$ cat src/rtl/hartslag_meet_sched_if.sv
// Scheduler bus: run control, raw sensor pulses and result/status outputs.
// master: drives enable, ch_mask, sensor_in; observes results and status.
// slave : the scheduler side.
interface hartslag_meet_sched_if #(
  parameter int unsigned N_CH  = 4,
  parameter int unsigned CH_W  = 2,
  parameter int unsigned OUT_W = 4
);
  logic             enable;
  logic [N_CH-1:0]  ch_mask;
  logic [N_CH-1:0]  sensor_in;
  logic             result_valid;
  logic [CH_W-1:0]  result_ch;
  logic [OUT_W-1:0] result_data;
  logic             result_timeout;
  logic [CH_W-1:0]  cur_ch;
  logic             busy;

  modport master (
    output enable, ch_mask, sensor_in,
    input  result_valid, result_ch, result_data, result_timeout, cur_ch, busy
  );

  modport slave (
    input  enable, ch_mask, sensor_in,
    output result_valid, result_ch, result_data, result_timeout, cur_ch, busy
  );
endinterface

$ cat src/rtl/hartslag_meet_sched.sv
// Shared period-measurement scheduler for up to N_CH pulse sensors.
// Channels are visited round-robin; each visit arms on a rising edge and
// counts clk cycles to the next rising edge, then reports the upper OUT_W
// bits of the period (or a timeout when the counter reaches all-ones).
// Ports: clk, reset (async, active-high), bus (hartslag_meet_sched_if.slave):
//   enable, ch_mask, sensor_in in; result_valid/ch/data/timeout, cur_ch, busy out.
// Optional: define HARTSLAG_AVG2_EN to report the average of the current and
// previous period per channel.
module hartslag_meet_sched #(
  parameter int unsigned N_CH  = 4,
  parameter int unsigned CH_W  = 2,
  parameter int unsigned CNT_W = 25,
  parameter int unsigned OUT_W = 4
) (
  input logic                  clk,
  input logic                  reset,
  hartslag_meet_sched_if.slave bus
);

  typedef enum logic [2:0] {
    S_IDLE, S_SELECT, S_ARM, S_MEASURE, S_REPORT
  } state_e;

  localparam logic [CNT_W-1:0] CNT_TOP = {CNT_W{1'b1}};

  state_e           state_q, state_d;
  logic [CNT_W-1:0] cnt_q, cnt_d;
  logic [CH_W-1:0]  rr_q, rr_d;
  logic [CH_W-1:0]  cur_ch_q, cur_ch_d;
  logic [CH_W-1:0]  result_ch_q, result_ch_d;
  logic [OUT_W-1:0] result_data_q, result_data_d;
  logic             result_valid_q, result_valid_d;
  logic             result_timeout_q, result_timeout_d;
  logic             busy_q, busy_d;
  logic [N_CH-1:0]  sync1_q, sync1_d, sync2_q, sync2_d, dly_q, dly_d;

  logic [N_CH-1:0]  rise_c;
  logic             cur_rise_c;
  logic             pick_found_c;
  logic [CH_W-1:0]  pick_ch_c, pick_idx_c;
  logic [CNT_W-1:0] period_c;
  logic [OUT_W-1:0] code_c;
  logic             rep_ok_c, rep_to_c;

`ifdef HARTSLAG_AVG2_EN
  logic [CNT_W-1:0] prev_q [N_CH];
  logic [CNT_W-1:0] prev_d [N_CH];
  logic [N_CH-1:0]  pvld_q, pvld_d;
`endif

  // Synchronised rising edge per channel; same latency on every channel.
  assign rise_c     = sync2_q & ~dly_q;
  assign cur_rise_c = rise_c[cur_ch_q];
  assign period_c   = cnt_q + CNT_W'(1);

  // First mask bit strictly after the round-robin pointer, wrapping.
  always_comb begin
    pick_found_c = 1'b0;
    pick_ch_c    = rr_q;
    pick_idx_c   = rr_q;
    for (int unsigned i = 1; i <= N_CH; i++) begin
      pick_idx_c = CH_W'((32'(rr_q) + i) % N_CH);
      if (!pick_found_c && bus.ch_mask[pick_idx_c]) begin
        pick_found_c = 1'b1;
        pick_ch_c    = pick_idx_c;
      end
    end
  end

  // Reported code; the averaged form keeps the carry in CNT_W+1 bits.
`ifdef HARTSLAG_AVG2_EN
  always_comb begin
    if (pvld_q[cur_ch_q]) begin
      code_c = OUT_W'(({1'b0, period_c} + {1'b0, prev_q[cur_ch_q]}) >> (CNT_W + 1 - OUT_W));
    end else begin
      code_c = OUT_W'(period_c >> (CNT_W - OUT_W));
    end
  end
`else
  assign code_c = OUT_W'(period_c >> (CNT_W - OUT_W));
`endif

  // Next-state and registered-output logic.
  always_comb begin
    state_d          = state_q;
    cnt_d            = cnt_q;
    rr_d             = rr_q;
    cur_ch_d         = cur_ch_q;
    result_valid_d   = 1'b0;
    result_ch_d      = result_ch_q;
    result_data_d    = result_data_q;
    result_timeout_d = result_timeout_q;
    sync1_d          = bus.sensor_in;
    sync2_d          = sync1_q;
    dly_d            = sync2_q;
    rep_ok_c         = 1'b0;
    rep_to_c         = 1'b0;
`ifdef HARTSLAG_AVG2_EN
    prev_d           = prev_q;
    pvld_d           = pvld_q;
`endif

    unique case (state_q)
      S_IDLE: begin
        if (bus.enable && (|bus.ch_mask)) state_d = S_SELECT;
      end
      S_SELECT: begin
        if (pick_found_c) begin
          rr_d     = pick_ch_c;
          cur_ch_d = pick_ch_c;
          cnt_d    = '0;
          state_d  = S_ARM;
        end else begin
          state_d  = S_IDLE;
        end
      end
      S_ARM: begin
        if (!bus.enable) begin
          state_d = S_IDLE;
        end else if (cur_rise_c) begin
          cnt_d   = '0;
          state_d = S_MEASURE;
        end else begin
          cnt_d = period_c;
          if (period_c == CNT_TOP) rep_to_c = 1'b1;
        end
      end
      S_MEASURE: begin
        // Edge takes priority over a simultaneous timeout.
        if (!bus.enable) begin
          state_d = S_IDLE;
        end else if (cur_rise_c) begin
          rep_ok_c = 1'b1;
        end else begin
          cnt_d = period_c;
          if (period_c == CNT_TOP) rep_to_c = 1'b1;
        end
      end
      S_REPORT: begin
        state_d = bus.enable ? S_SELECT : S_IDLE;
      end
      default: state_d = S_IDLE;
    endcase

    // Result fields are loaded on entry so the strobe lines up with REPORT.
    if (rep_ok_c || rep_to_c) begin
      state_d          = S_REPORT;
      result_valid_d   = 1'b1;
      result_ch_d      = cur_ch_q;
      result_timeout_d = rep_to_c;
      result_data_d    = rep_to_c ? '0 : code_c;
`ifdef HARTSLAG_AVG2_EN
      if (rep_ok_c) prev_d[cur_ch_q] = period_c;
      pvld_d[cur_ch_q] = rep_ok_c;
`endif
    end

    busy_d = (state_d != S_IDLE);
  end

  always_ff @(posedge clk or posedge reset) begin
    if (reset) begin
      state_q          <= S_IDLE;
      cnt_q            <= '0;
      rr_q             <= CH_W'(N_CH - 1);
      cur_ch_q         <= '0;
      result_valid_q   <= 1'b0;
      result_ch_q      <= '0;
      result_data_q    <= '0;
      result_timeout_q <= 1'b0;
      busy_q           <= 1'b0;
      sync1_q          <= '0;
      sync2_q          <= '0;
      dly_q            <= '0;
`ifdef HARTSLAG_AVG2_EN
      for (int unsigned i = 0; i < N_CH; i++) prev_q[i] <= '0;
      pvld_q           <= '0;
`endif
    end else begin
      state_q          <= state_d;
      cnt_q            <= cnt_d;
      rr_q             <= rr_d;
      cur_ch_q         <= cur_ch_d;
      result_valid_q   <= result_valid_d;
      result_ch_q      <= result_ch_d;
      result_data_q    <= result_data_d;
      result_timeout_q <= result_timeout_d;
      busy_q           <= busy_d;
      sync1_q          <= sync1_d;
      sync2_q          <= sync2_d;
      dly_q            <= dly_d;
`ifdef HARTSLAG_AVG2_EN
      prev_q           <= prev_d;
      pvld_q           <= pvld_d;
`endif
    end
  end

  assign bus.result_valid   = result_valid_q;
  assign bus.result_ch      = result_ch_q;
  assign bus.result_data    = result_data_q;
  assign bus.result_timeout = result_timeout_q;
  assign bus.cur_ch         = cur_ch_q;
  assign bus.busy           = busy_q;

endmodule

$ cat src/flat_wrapper.sv
// flat-port wrapper written by rule: the top's interface ports become plain ports
module hartslag_meet_sched_flat 
#(
  parameter int unsigned N_CH  = 4,
  parameter int unsigned CH_W  = 2,
  parameter int unsigned CNT_W = 25,
  parameter int unsigned OUT_W = 4
)
  (clk, reset, bus_enable, bus_ch_mask, bus_sensor_in, bus_result_valid, bus_result_ch, bus_result_data, bus_result_timeout, bus_cur_ch, bus_busy);
  hartslag_meet_sched_if #(.N_CH(N_CH), .CH_W(CH_W), .OUT_W(OUT_W)) bus_i ();
  input logic clk;
  input logic reset;
  input wire logic [$bits(bus_i.enable)-1:0] bus_enable;
  input wire logic [$bits(bus_i.ch_mask)-1:0] bus_ch_mask;
  input wire logic [$bits(bus_i.sensor_in)-1:0] bus_sensor_in;
  output wire logic [$bits(bus_i.result_valid)-1:0] bus_result_valid;
  output wire logic [$bits(bus_i.result_ch)-1:0] bus_result_ch;
  output wire logic [$bits(bus_i.result_data)-1:0] bus_result_data;
  output wire logic [$bits(bus_i.result_timeout)-1:0] bus_result_timeout;
  output wire logic [$bits(bus_i.cur_ch)-1:0] bus_cur_ch;
  output wire logic [$bits(bus_i.busy)-1:0] bus_busy;
  assign bus_i.enable = bus_enable;
  assign bus_i.ch_mask = bus_ch_mask;
  assign bus_i.sensor_in = bus_sensor_in;
  assign bus_result_valid = bus_i.result_valid;
  assign bus_result_ch = bus_i.result_ch;
  assign bus_result_data = bus_i.result_data;
  assign bus_result_timeout = bus_i.result_timeout;
  assign bus_cur_ch = bus_i.cur_ch;
  assign bus_busy = bus_i.busy;
  hartslag_meet_sched #(.N_CH(N_CH), .CH_W(CH_W), .CNT_W(CNT_W), .OUT_W(OUT_W)) u_core (.clk(clk), .reset(reset), .bus(bus_i));
endmodule
$ cat config.mk
export PLATFORM = sky130hd
export DESIGN_NAME = hartslag_meet_sched_flat
export DESIGN_NICKNAME = d
export VERILOG_FILES = /design/src/rtl/hartslag_meet_sched_if.sv /design/src/rtl/hartslag_meet_sched.sv /design/src/flat_wrapper.sv
export SDC_FILE = /design/constraint.sdc
export NUM_CORES = 1
export LEC_CHECK = 0
export CAP_MARGIN = 30
export CORE_MARGIN = 5
export CORE_UTILIZATION = 32
export CTS_CLUSTER_SIZE = 14
export DETAILED_ROUTE_END_ITERATION = 12
export GPL_ROUTABILITY_DRIVEN = 0
export MAX_ROUTING_LAYER = met4
export PLACE_DENSITY_LB_ADDON = 0.25
export SETUP_SLACK_MARGIN = 0.05
export SYNTH_ARGS = -nofsm -noshare
export SYNTH_HDL_FRONTEND = slang
export SYNTH_SLANG_ARGS = --single-unit
$ cat constraint.sdc
create_clock -name clk -period 4.8 [get_ports clk]
set_clock_uncertainty 0.05 [all_clocks]
set_input_delay 1.2 -clock clk [delete_from_list [all_inputs] [get_ports clk]]
set_output_delay 1.2 -clock clk [all_outputs]
set_load 0.02 [all_outputs]
; Word-level counts from Yosys, hierarchy flattened
; Cells that the tools add are included.
[word_totals]
register_bits = 53
input_bits = 11
output_inout_bits = 11
word_cells = 89
[op_classes]
add_sub_neg = 5
n_lt_le_gt_ge = 5
n_eq_ne = 9
n_mux = 41
bitwise = 2
reduce_logical = 15
[op_table]
columns = cell, n
row1 = $mux 25, 5
row2 = $pmux 25 s3, 1
row3 = $add 25x1->25 const B, 1
row4 = $eq 25x25->1 const B, 1
row5 = $mux 1, 18
row6 = $lt 2x3->1 const B, 5
row7 = $mux 3, 5
row8 = $pmux 3 s5, 1
row9 = $bmux 1 s2, 5
row10 = $mux 2, 5
row11 = $eq 3x2->1 const B, 2
row12 = $ne 2x2->1 const B, 3
row13 = $reduce_bool 3->1, 2
row14 = $reduce_and 5->1, 1
row15 = $add 2x1->2 const B, 2
row16 = $add 2x2->2 const B, 2
row17 = $and 4x4->4, 1
row18 = $logic_and 1x1->1, 4
row19 = $mux 4, 1
row20 = $not 4->4, 1
row21 = $reduce_or 4->1, 1
row22 = $eq 3x1->1 const B, 1
row23 = $eq 3x3->1 const B, 1
row24 = $logic_not 1->1, 3
row25 = 5 further kinds, 5

; Depth between registers and ports, before layout
[depth]
depth_word = 17
depth_mapped = 9
depth_no_buf = 9

; Least setup slack after synthesis
; OpenSTA, ideal clock, no wires.
[synth_timing]
kind = register to register
start = register u_core.cnt_q[0]
end = register u_core.result_data_q[0] (netlist: u_core.bus.result_data[0])
arrival_time_ns = 2.714
t_required_ns = 4.593
path_slack_ns = 1.879
stages_incl_launch_ff = 8
n_path_buf = 0
synth_period_minus_slack_ns = 2.921
path_cell_list = dfrtp_1 ha_1 nand3_4 or4_1 a2111o_1 or4_4 a2111oi_4 a211oi_1
[synth_via]
elab_chain_cells = 7
elab_cells_between_ends = 8
classes_between = 1 x add/sub / 1 x eq/ne / 5 x mux / 1 x reduce/logical
[synth_lines]
columns = element, line
row1 = "start, declared", hartslag_meet_sched.sv:27  ; logic [CNT_W-1:0] cnt_q, cnt_d;
row2 = "start signal, assigned", hartslag_meet_sched.sv:181  ; cnt_q <= cnt_d;
row3 = $add 25x1->25 (*), hartslag_meet_sched.sv:54  ; assign period_c = cnt_q + CNT_W'(1);
row4 = $eq 25x25->1, "hartslag_meet_sched.sv:125, hartslag_meet_sched.sv:136"
row5 = $mux 1, "hartslag_meet_sched.sv:125, hartslag_meet_sched.sv:136"
row6 = $mux 1, hartslag_meet_sched.sv:132  ; end else if (cur_rise_c) begin
row7 = $mux 1, hartslag_meet_sched.sv:130  ; if (!bus.enable) begin
row8 = $mux 1, -
row9 = $mux 4 / $logic_or 1x1->1 (equally long branches), "hartslag_meet_sched.sv:151, hartslag_meet_sched.sv:146"
row10 = "end signal, assigned", hartslag_meet_sched.sv:186  ; result_data_q <= result_data_d;
row11 = "end, declared", hartslag_meet_sched.sv:31  ; logic [OUT_W-1:0] result_data_q, result_data_d;
; Every way passes the cells marked *; elsewhere a longest branch is shown, timed or not.
; A chain may end at the register's enable or synchronous reset.

; Worst setup path after layout
; Same ends and word-level chain as after synthesis.

==> run_results.csv <==
group,metric,value,unit
cells_and_area,post_route_cells_drive_above_1_share,7.45,%
clock_network,cts_tree,"built",
synth,ys_seq_area_share,46.5,%
timing,min_period,3.17,ns
timing,fmax,0.315,GHz
worst_setup_path,worstSetupPathType,"flip-flop to flip-flop",
power_and_ir_drop,seqPwrFrac,48.1,%
global_routing,grt_use_total,12.3,%
detailed_routing,routed_via_density,5.42,
clock_network,clkSlewWorstSetupHoldPaths,0.10,ns
timing,worst_pin_slew,0.734,ns
timing,slew_headroom,50.7,%
power_and_ir_drop,p_leak,1.24,nW
cells_and_area,fin_cells,430,
min_path,holdCritStartpoint,"u_core.sync1_q[0]",
clock_network,cts_setup_buffers,0,
clock_network,root_buffer,"clkbuf_8",
timing,fin_tns_setup,0,ns
worst_setup_path,end_kind,"flip-flop",
floorplanning,core,0.00872,sq mm
clock_network,clock_latency,0.31,ns
global_routing,gr-total-overflow,0,
power_and_ir_drop,swShare,35.2,%
timing,finalSetupViolations,0,
place,portBuffers,21,
worst_setup_path,required,4.94,ns
clock_network,cts.sinks,53,
power_and_ir_drop,internal-power,0.785,mW
cells_and_area,antenna_cells,0,
synth,syn-instance-count,305,
power_and_ir_drop,peakVddDrop,0.110,mV
timing,rsz0062_at_grt,"false",
floorplanning,ios,22,
worst_setup_path,path_max_fanout,9,
cells_and_area,multiInputGateArea,0.00144,sq mm
power_and_ir_drop,p_per_area,373,mW/mm^2
clock_network,cts_buffers,5,
min_path,min_to,"u_core.dly_d[0]",
global_routing,antenna_found_initial,0,
flow_run,cap_violations,0,
synth,yosysWarnings,0,
synth,synth_edf_count,0,
detailed_routing,drc,0,
synth,yosys.area.top_type_share,44.7,%
min_path,holdPathStages,0,
global_routing,grt_pass1_wl,11.1,mm
global_routing,grt_max_degree,29,
synth,synthArstFlopShare,100,%
synth,syn_area,0.00286,sq mm
synth,syn_area_per_cell,9.36,sq um
clock_network,htree_levels,2,
clock_network,hold_buffers,0,
floorplanning,chipHeight,104,um
worst_setup_path,reg2reg_depth,7,
cells_and_area,nFillCells,873,
worst_setup_path,start_kind,"flip-flop",
floorplanning,die_x,104,um
worst_setup_path,reg2reg_slack,1.63,ns
global_routing,grt_pass1_vias,2210,
floorplanning,initial_core_util,32.7,%
cells_and_area,area_growth,13.8,%
cells_and_area,layout.area.seq,0.00133,sq mm
detailed_routing,drt-total-wl,6.44,mm
timing,finalWorstSetupSlack,1.63,ns
cells_and_area,layout.nets,334,
synth,synth_largest_area_cell,"dfrtp_1",
timing,period_share,66.1,%
synth,ys_ff_latch,53,
detailed_routing,antenna_left,0,
worst_setup_path,cp_data_arrival_time,3.32,ns
synth,mappedNetlistNets,318,
synth,synth_area_leaders,"dfrtp_1, o21ai_0, nand2_1",
detailed_routing,wl_per_cell,15.0,um
detailed_routing,vias,2329,
outcome,status,"completed",
synth,netlist-cell-type-count,54,
worst_setup_path,r2r_start,"u_core.cnt_q[0]",
power_and_ir_drop,pwr-share-comb,30.8,%
clock_network,cts_resized,0,
synth,synth_ff_type,"dfrtp_1",
min_path,hold_class,"flip-flop to flip-flop",
floorplanning,die_area,0.0109,sq mm
power_and_ir_drop,p_sw,0.427,mW
detailed_routing,firstDrtPassIters,4,
place,dpl.hpwl,4.45,mm
timing,hold_viol,0,
detailed_routing,initialDrtViolationCount,130,
place,post-place-ws,1.39,ns
place,placedCellCount,422,
floorplanning,num_rows,34,
timing,finalMaxSlewViolations,0,
power_and_ir_drop,clkPwrFrac,21.1,%
clock_network,clock_path_buffers,2,
worst_setup_path,worstReg2RegEnd,"u_core.bus.result_data[0]",
metal layers:
layer | GRT usage (%) | wire length (um) | vias to the layer above | share of wire, %
li1 | - | - | 1157 | -
met1 | 17.3 | 3190 | 1125 | 50
met2 | 17.5 | 2860 | 40 | 44
met3 | 3.29 | 314 | 7 | 4.9
met4 | 3.05 | 68 | 0 | 1.1
met5 | - | 0 | - | 0
synth_stat cells (all sizes together) (3+ instances only):
library cell  count
nor4              4
a21oi            11
xnor2             5
nor3b             3
nand2            34
dfrtp            51
o41ai             5
nand3            13
xor2              3
and4              5
o21ai            39
nor2             22
nor2b             9
and2              4
inv               5
clkbuf           13
nand4            10
o31ai            13
a211oi            4
buf               3
and3              4
or4               4
nand2b            7
worst max path at each step:
stage	start	depth (start not counted)	endpoint
3_5_place_dp	bus_enable	6	u_core.bus.result_data[1]
5_1_grt	u_core.cnt_q[0]	7	u_core.bus.result_data[2]
3_3_place_gp	bus_enable	6	u_core.bus.result_data[2]
2_1_floorplan	u_core.cnt_q[0]	7	u_core.bus.result_data[0]
6_report	u_core.cnt_q[0]	7	u_core.bus.result_data[0]
4_1_cts	u_core.cnt_q[0]	7	u_core.bus.result_data[1]
cell usage in the layout (no fill, tap or decap), types with 2 or more instances in the layout:
cell type | synthesis | final
a2111o_1 | 2 | 2
a211oi_1 | 4 | 4
a21oi_1 | 11 | 11
a31oi_1 | 2 | 2
and2_1 | 4 | 4
and3_1 | 4 | 4
and4_1 | 4 | 4
buf_4 | 0 | 4
clkbuf_1 | 11 | 2
clkbuf_8 | 0 | 5
clkdlybuf4s50_1 | 0 | 21
dfrtp_1 | 51 | 51
dfstp_2 | 2 | 2
ha_1 | 2 | 2
inv_1 | 5 | 4
nand2_1 | 34 | 34
nand2b_1 | 7 | 7
nand3_1 | 12 | 12
nand3b_1 | 2 | 2
nand4_1 | 9 | 9
nor2_1 | 22 | 22
nor2b_1 | 9 | 9
nor3_1 | 2 | 2
nor3b_1 | 3 | 3
nor4_1 | 3 | 3
o21ai_0 | 39 | 39
o221ai_1 | 2 | 2
o22ai_1 | 2 | 2
o31ai_1 | 13 | 13
o41ai_1 | 5 | 5
or3_1 | 2 | 2
or4_1 | 3 | 3
xnor2_1 | 5 | 5
xor2_1 | 3 | 3
worst max-delay path, cell delays in order, from the launching register on:
cell,delay [ns]
dfrtp_1,0.48
ha_1,0.35
nand3_4,0.18
nor4_2,0.71
xnor2_1,0.18
or4_4,0.55
a2111oi_4,0.45
a211oi_1,0.09
kinds of logic (layout without fill, tap and decap cells):
| kind of cell | Yosys count | after routing | share of synthesized area (%) |
|---|---|---|---|
| XOR/XNOR | 8 | 8 | 2.45 |
| AND/OR/NAND/NOR | 130 | 130 | 25.5 |
| flip-flops | 53 | 53 | 46.5 |
| buffers and inverters | 21 | 38 | 2.98 |
| AO/OA/AOI/OAI | 88 | 88 | 20.1 |
| adder cells (fa/ha/maj) | 2 | 2 | 0.876 |
| multiplexers | 3 | 3 | 1.58 |
power groups by stage:
stage	Combinational, mW	Clock [mW]	Sequential, mW
after floorplan	0.206	0	0.615
after global placement	0.373	0	0.591
after detailed placement	0.376	0	0.593
after CTS	0.378	0.263	0.584
after global routing	0.419	0.280	0.597
final	0.373	0.256	0.583
layout make-up:
| type | count | share of cell area [%] |
|---|---|---|
| clock buffers | 7 | 2.35 |
| clock inverters | 1 | 0.231 |
| inverters | 5 | 0.578 |
| multi-input cells | 231 | 44.4 |
| flip-flops and latches | 53 | 40.9 |
| well taps | 108 | 4.16 |
| repair buffers | 25 | 7.40 |
stage by stage:
| stage | cell area (sq um) | hold WS, ns | utilization (%) | power [mW] |
|---|---|---|---|---|
| floorplan | 2860 | 0.281 | - | 0.821 |
| global placement | 3160 | 0.284 | 36.3 | 0.964 |
| detailed placement | 3160 | 0.286 | 36.3 | 0.969 |
| CTS | 3250 | 0.299 | 37.2 | 1.23 |
| global route | 3250 | 0.302 | 37.2 | 1.30 |
| finish | 3250 | 0.294 | 37.2 | 1.21 |
sequential cells by signal, indices dropped and copies added, names as in the netlist:
register / cells
u_core.bus.result_valid: 1
u_core.bus.cur_ch: 2
u_core.bus.result_data: 4
u_core.cnt_q: 25
u_core.dly_d: 4
u_core.dly_q: 4
u_core.state_q: 3
u_core.bus.busy: 1
u_core.bus.result_ch: 2
u_core.bus.result_timeout: 1
u_core.rr_q: 2
u_core.sync1_q: 4
Note: power is estimated with default switching activity, not from simulation.
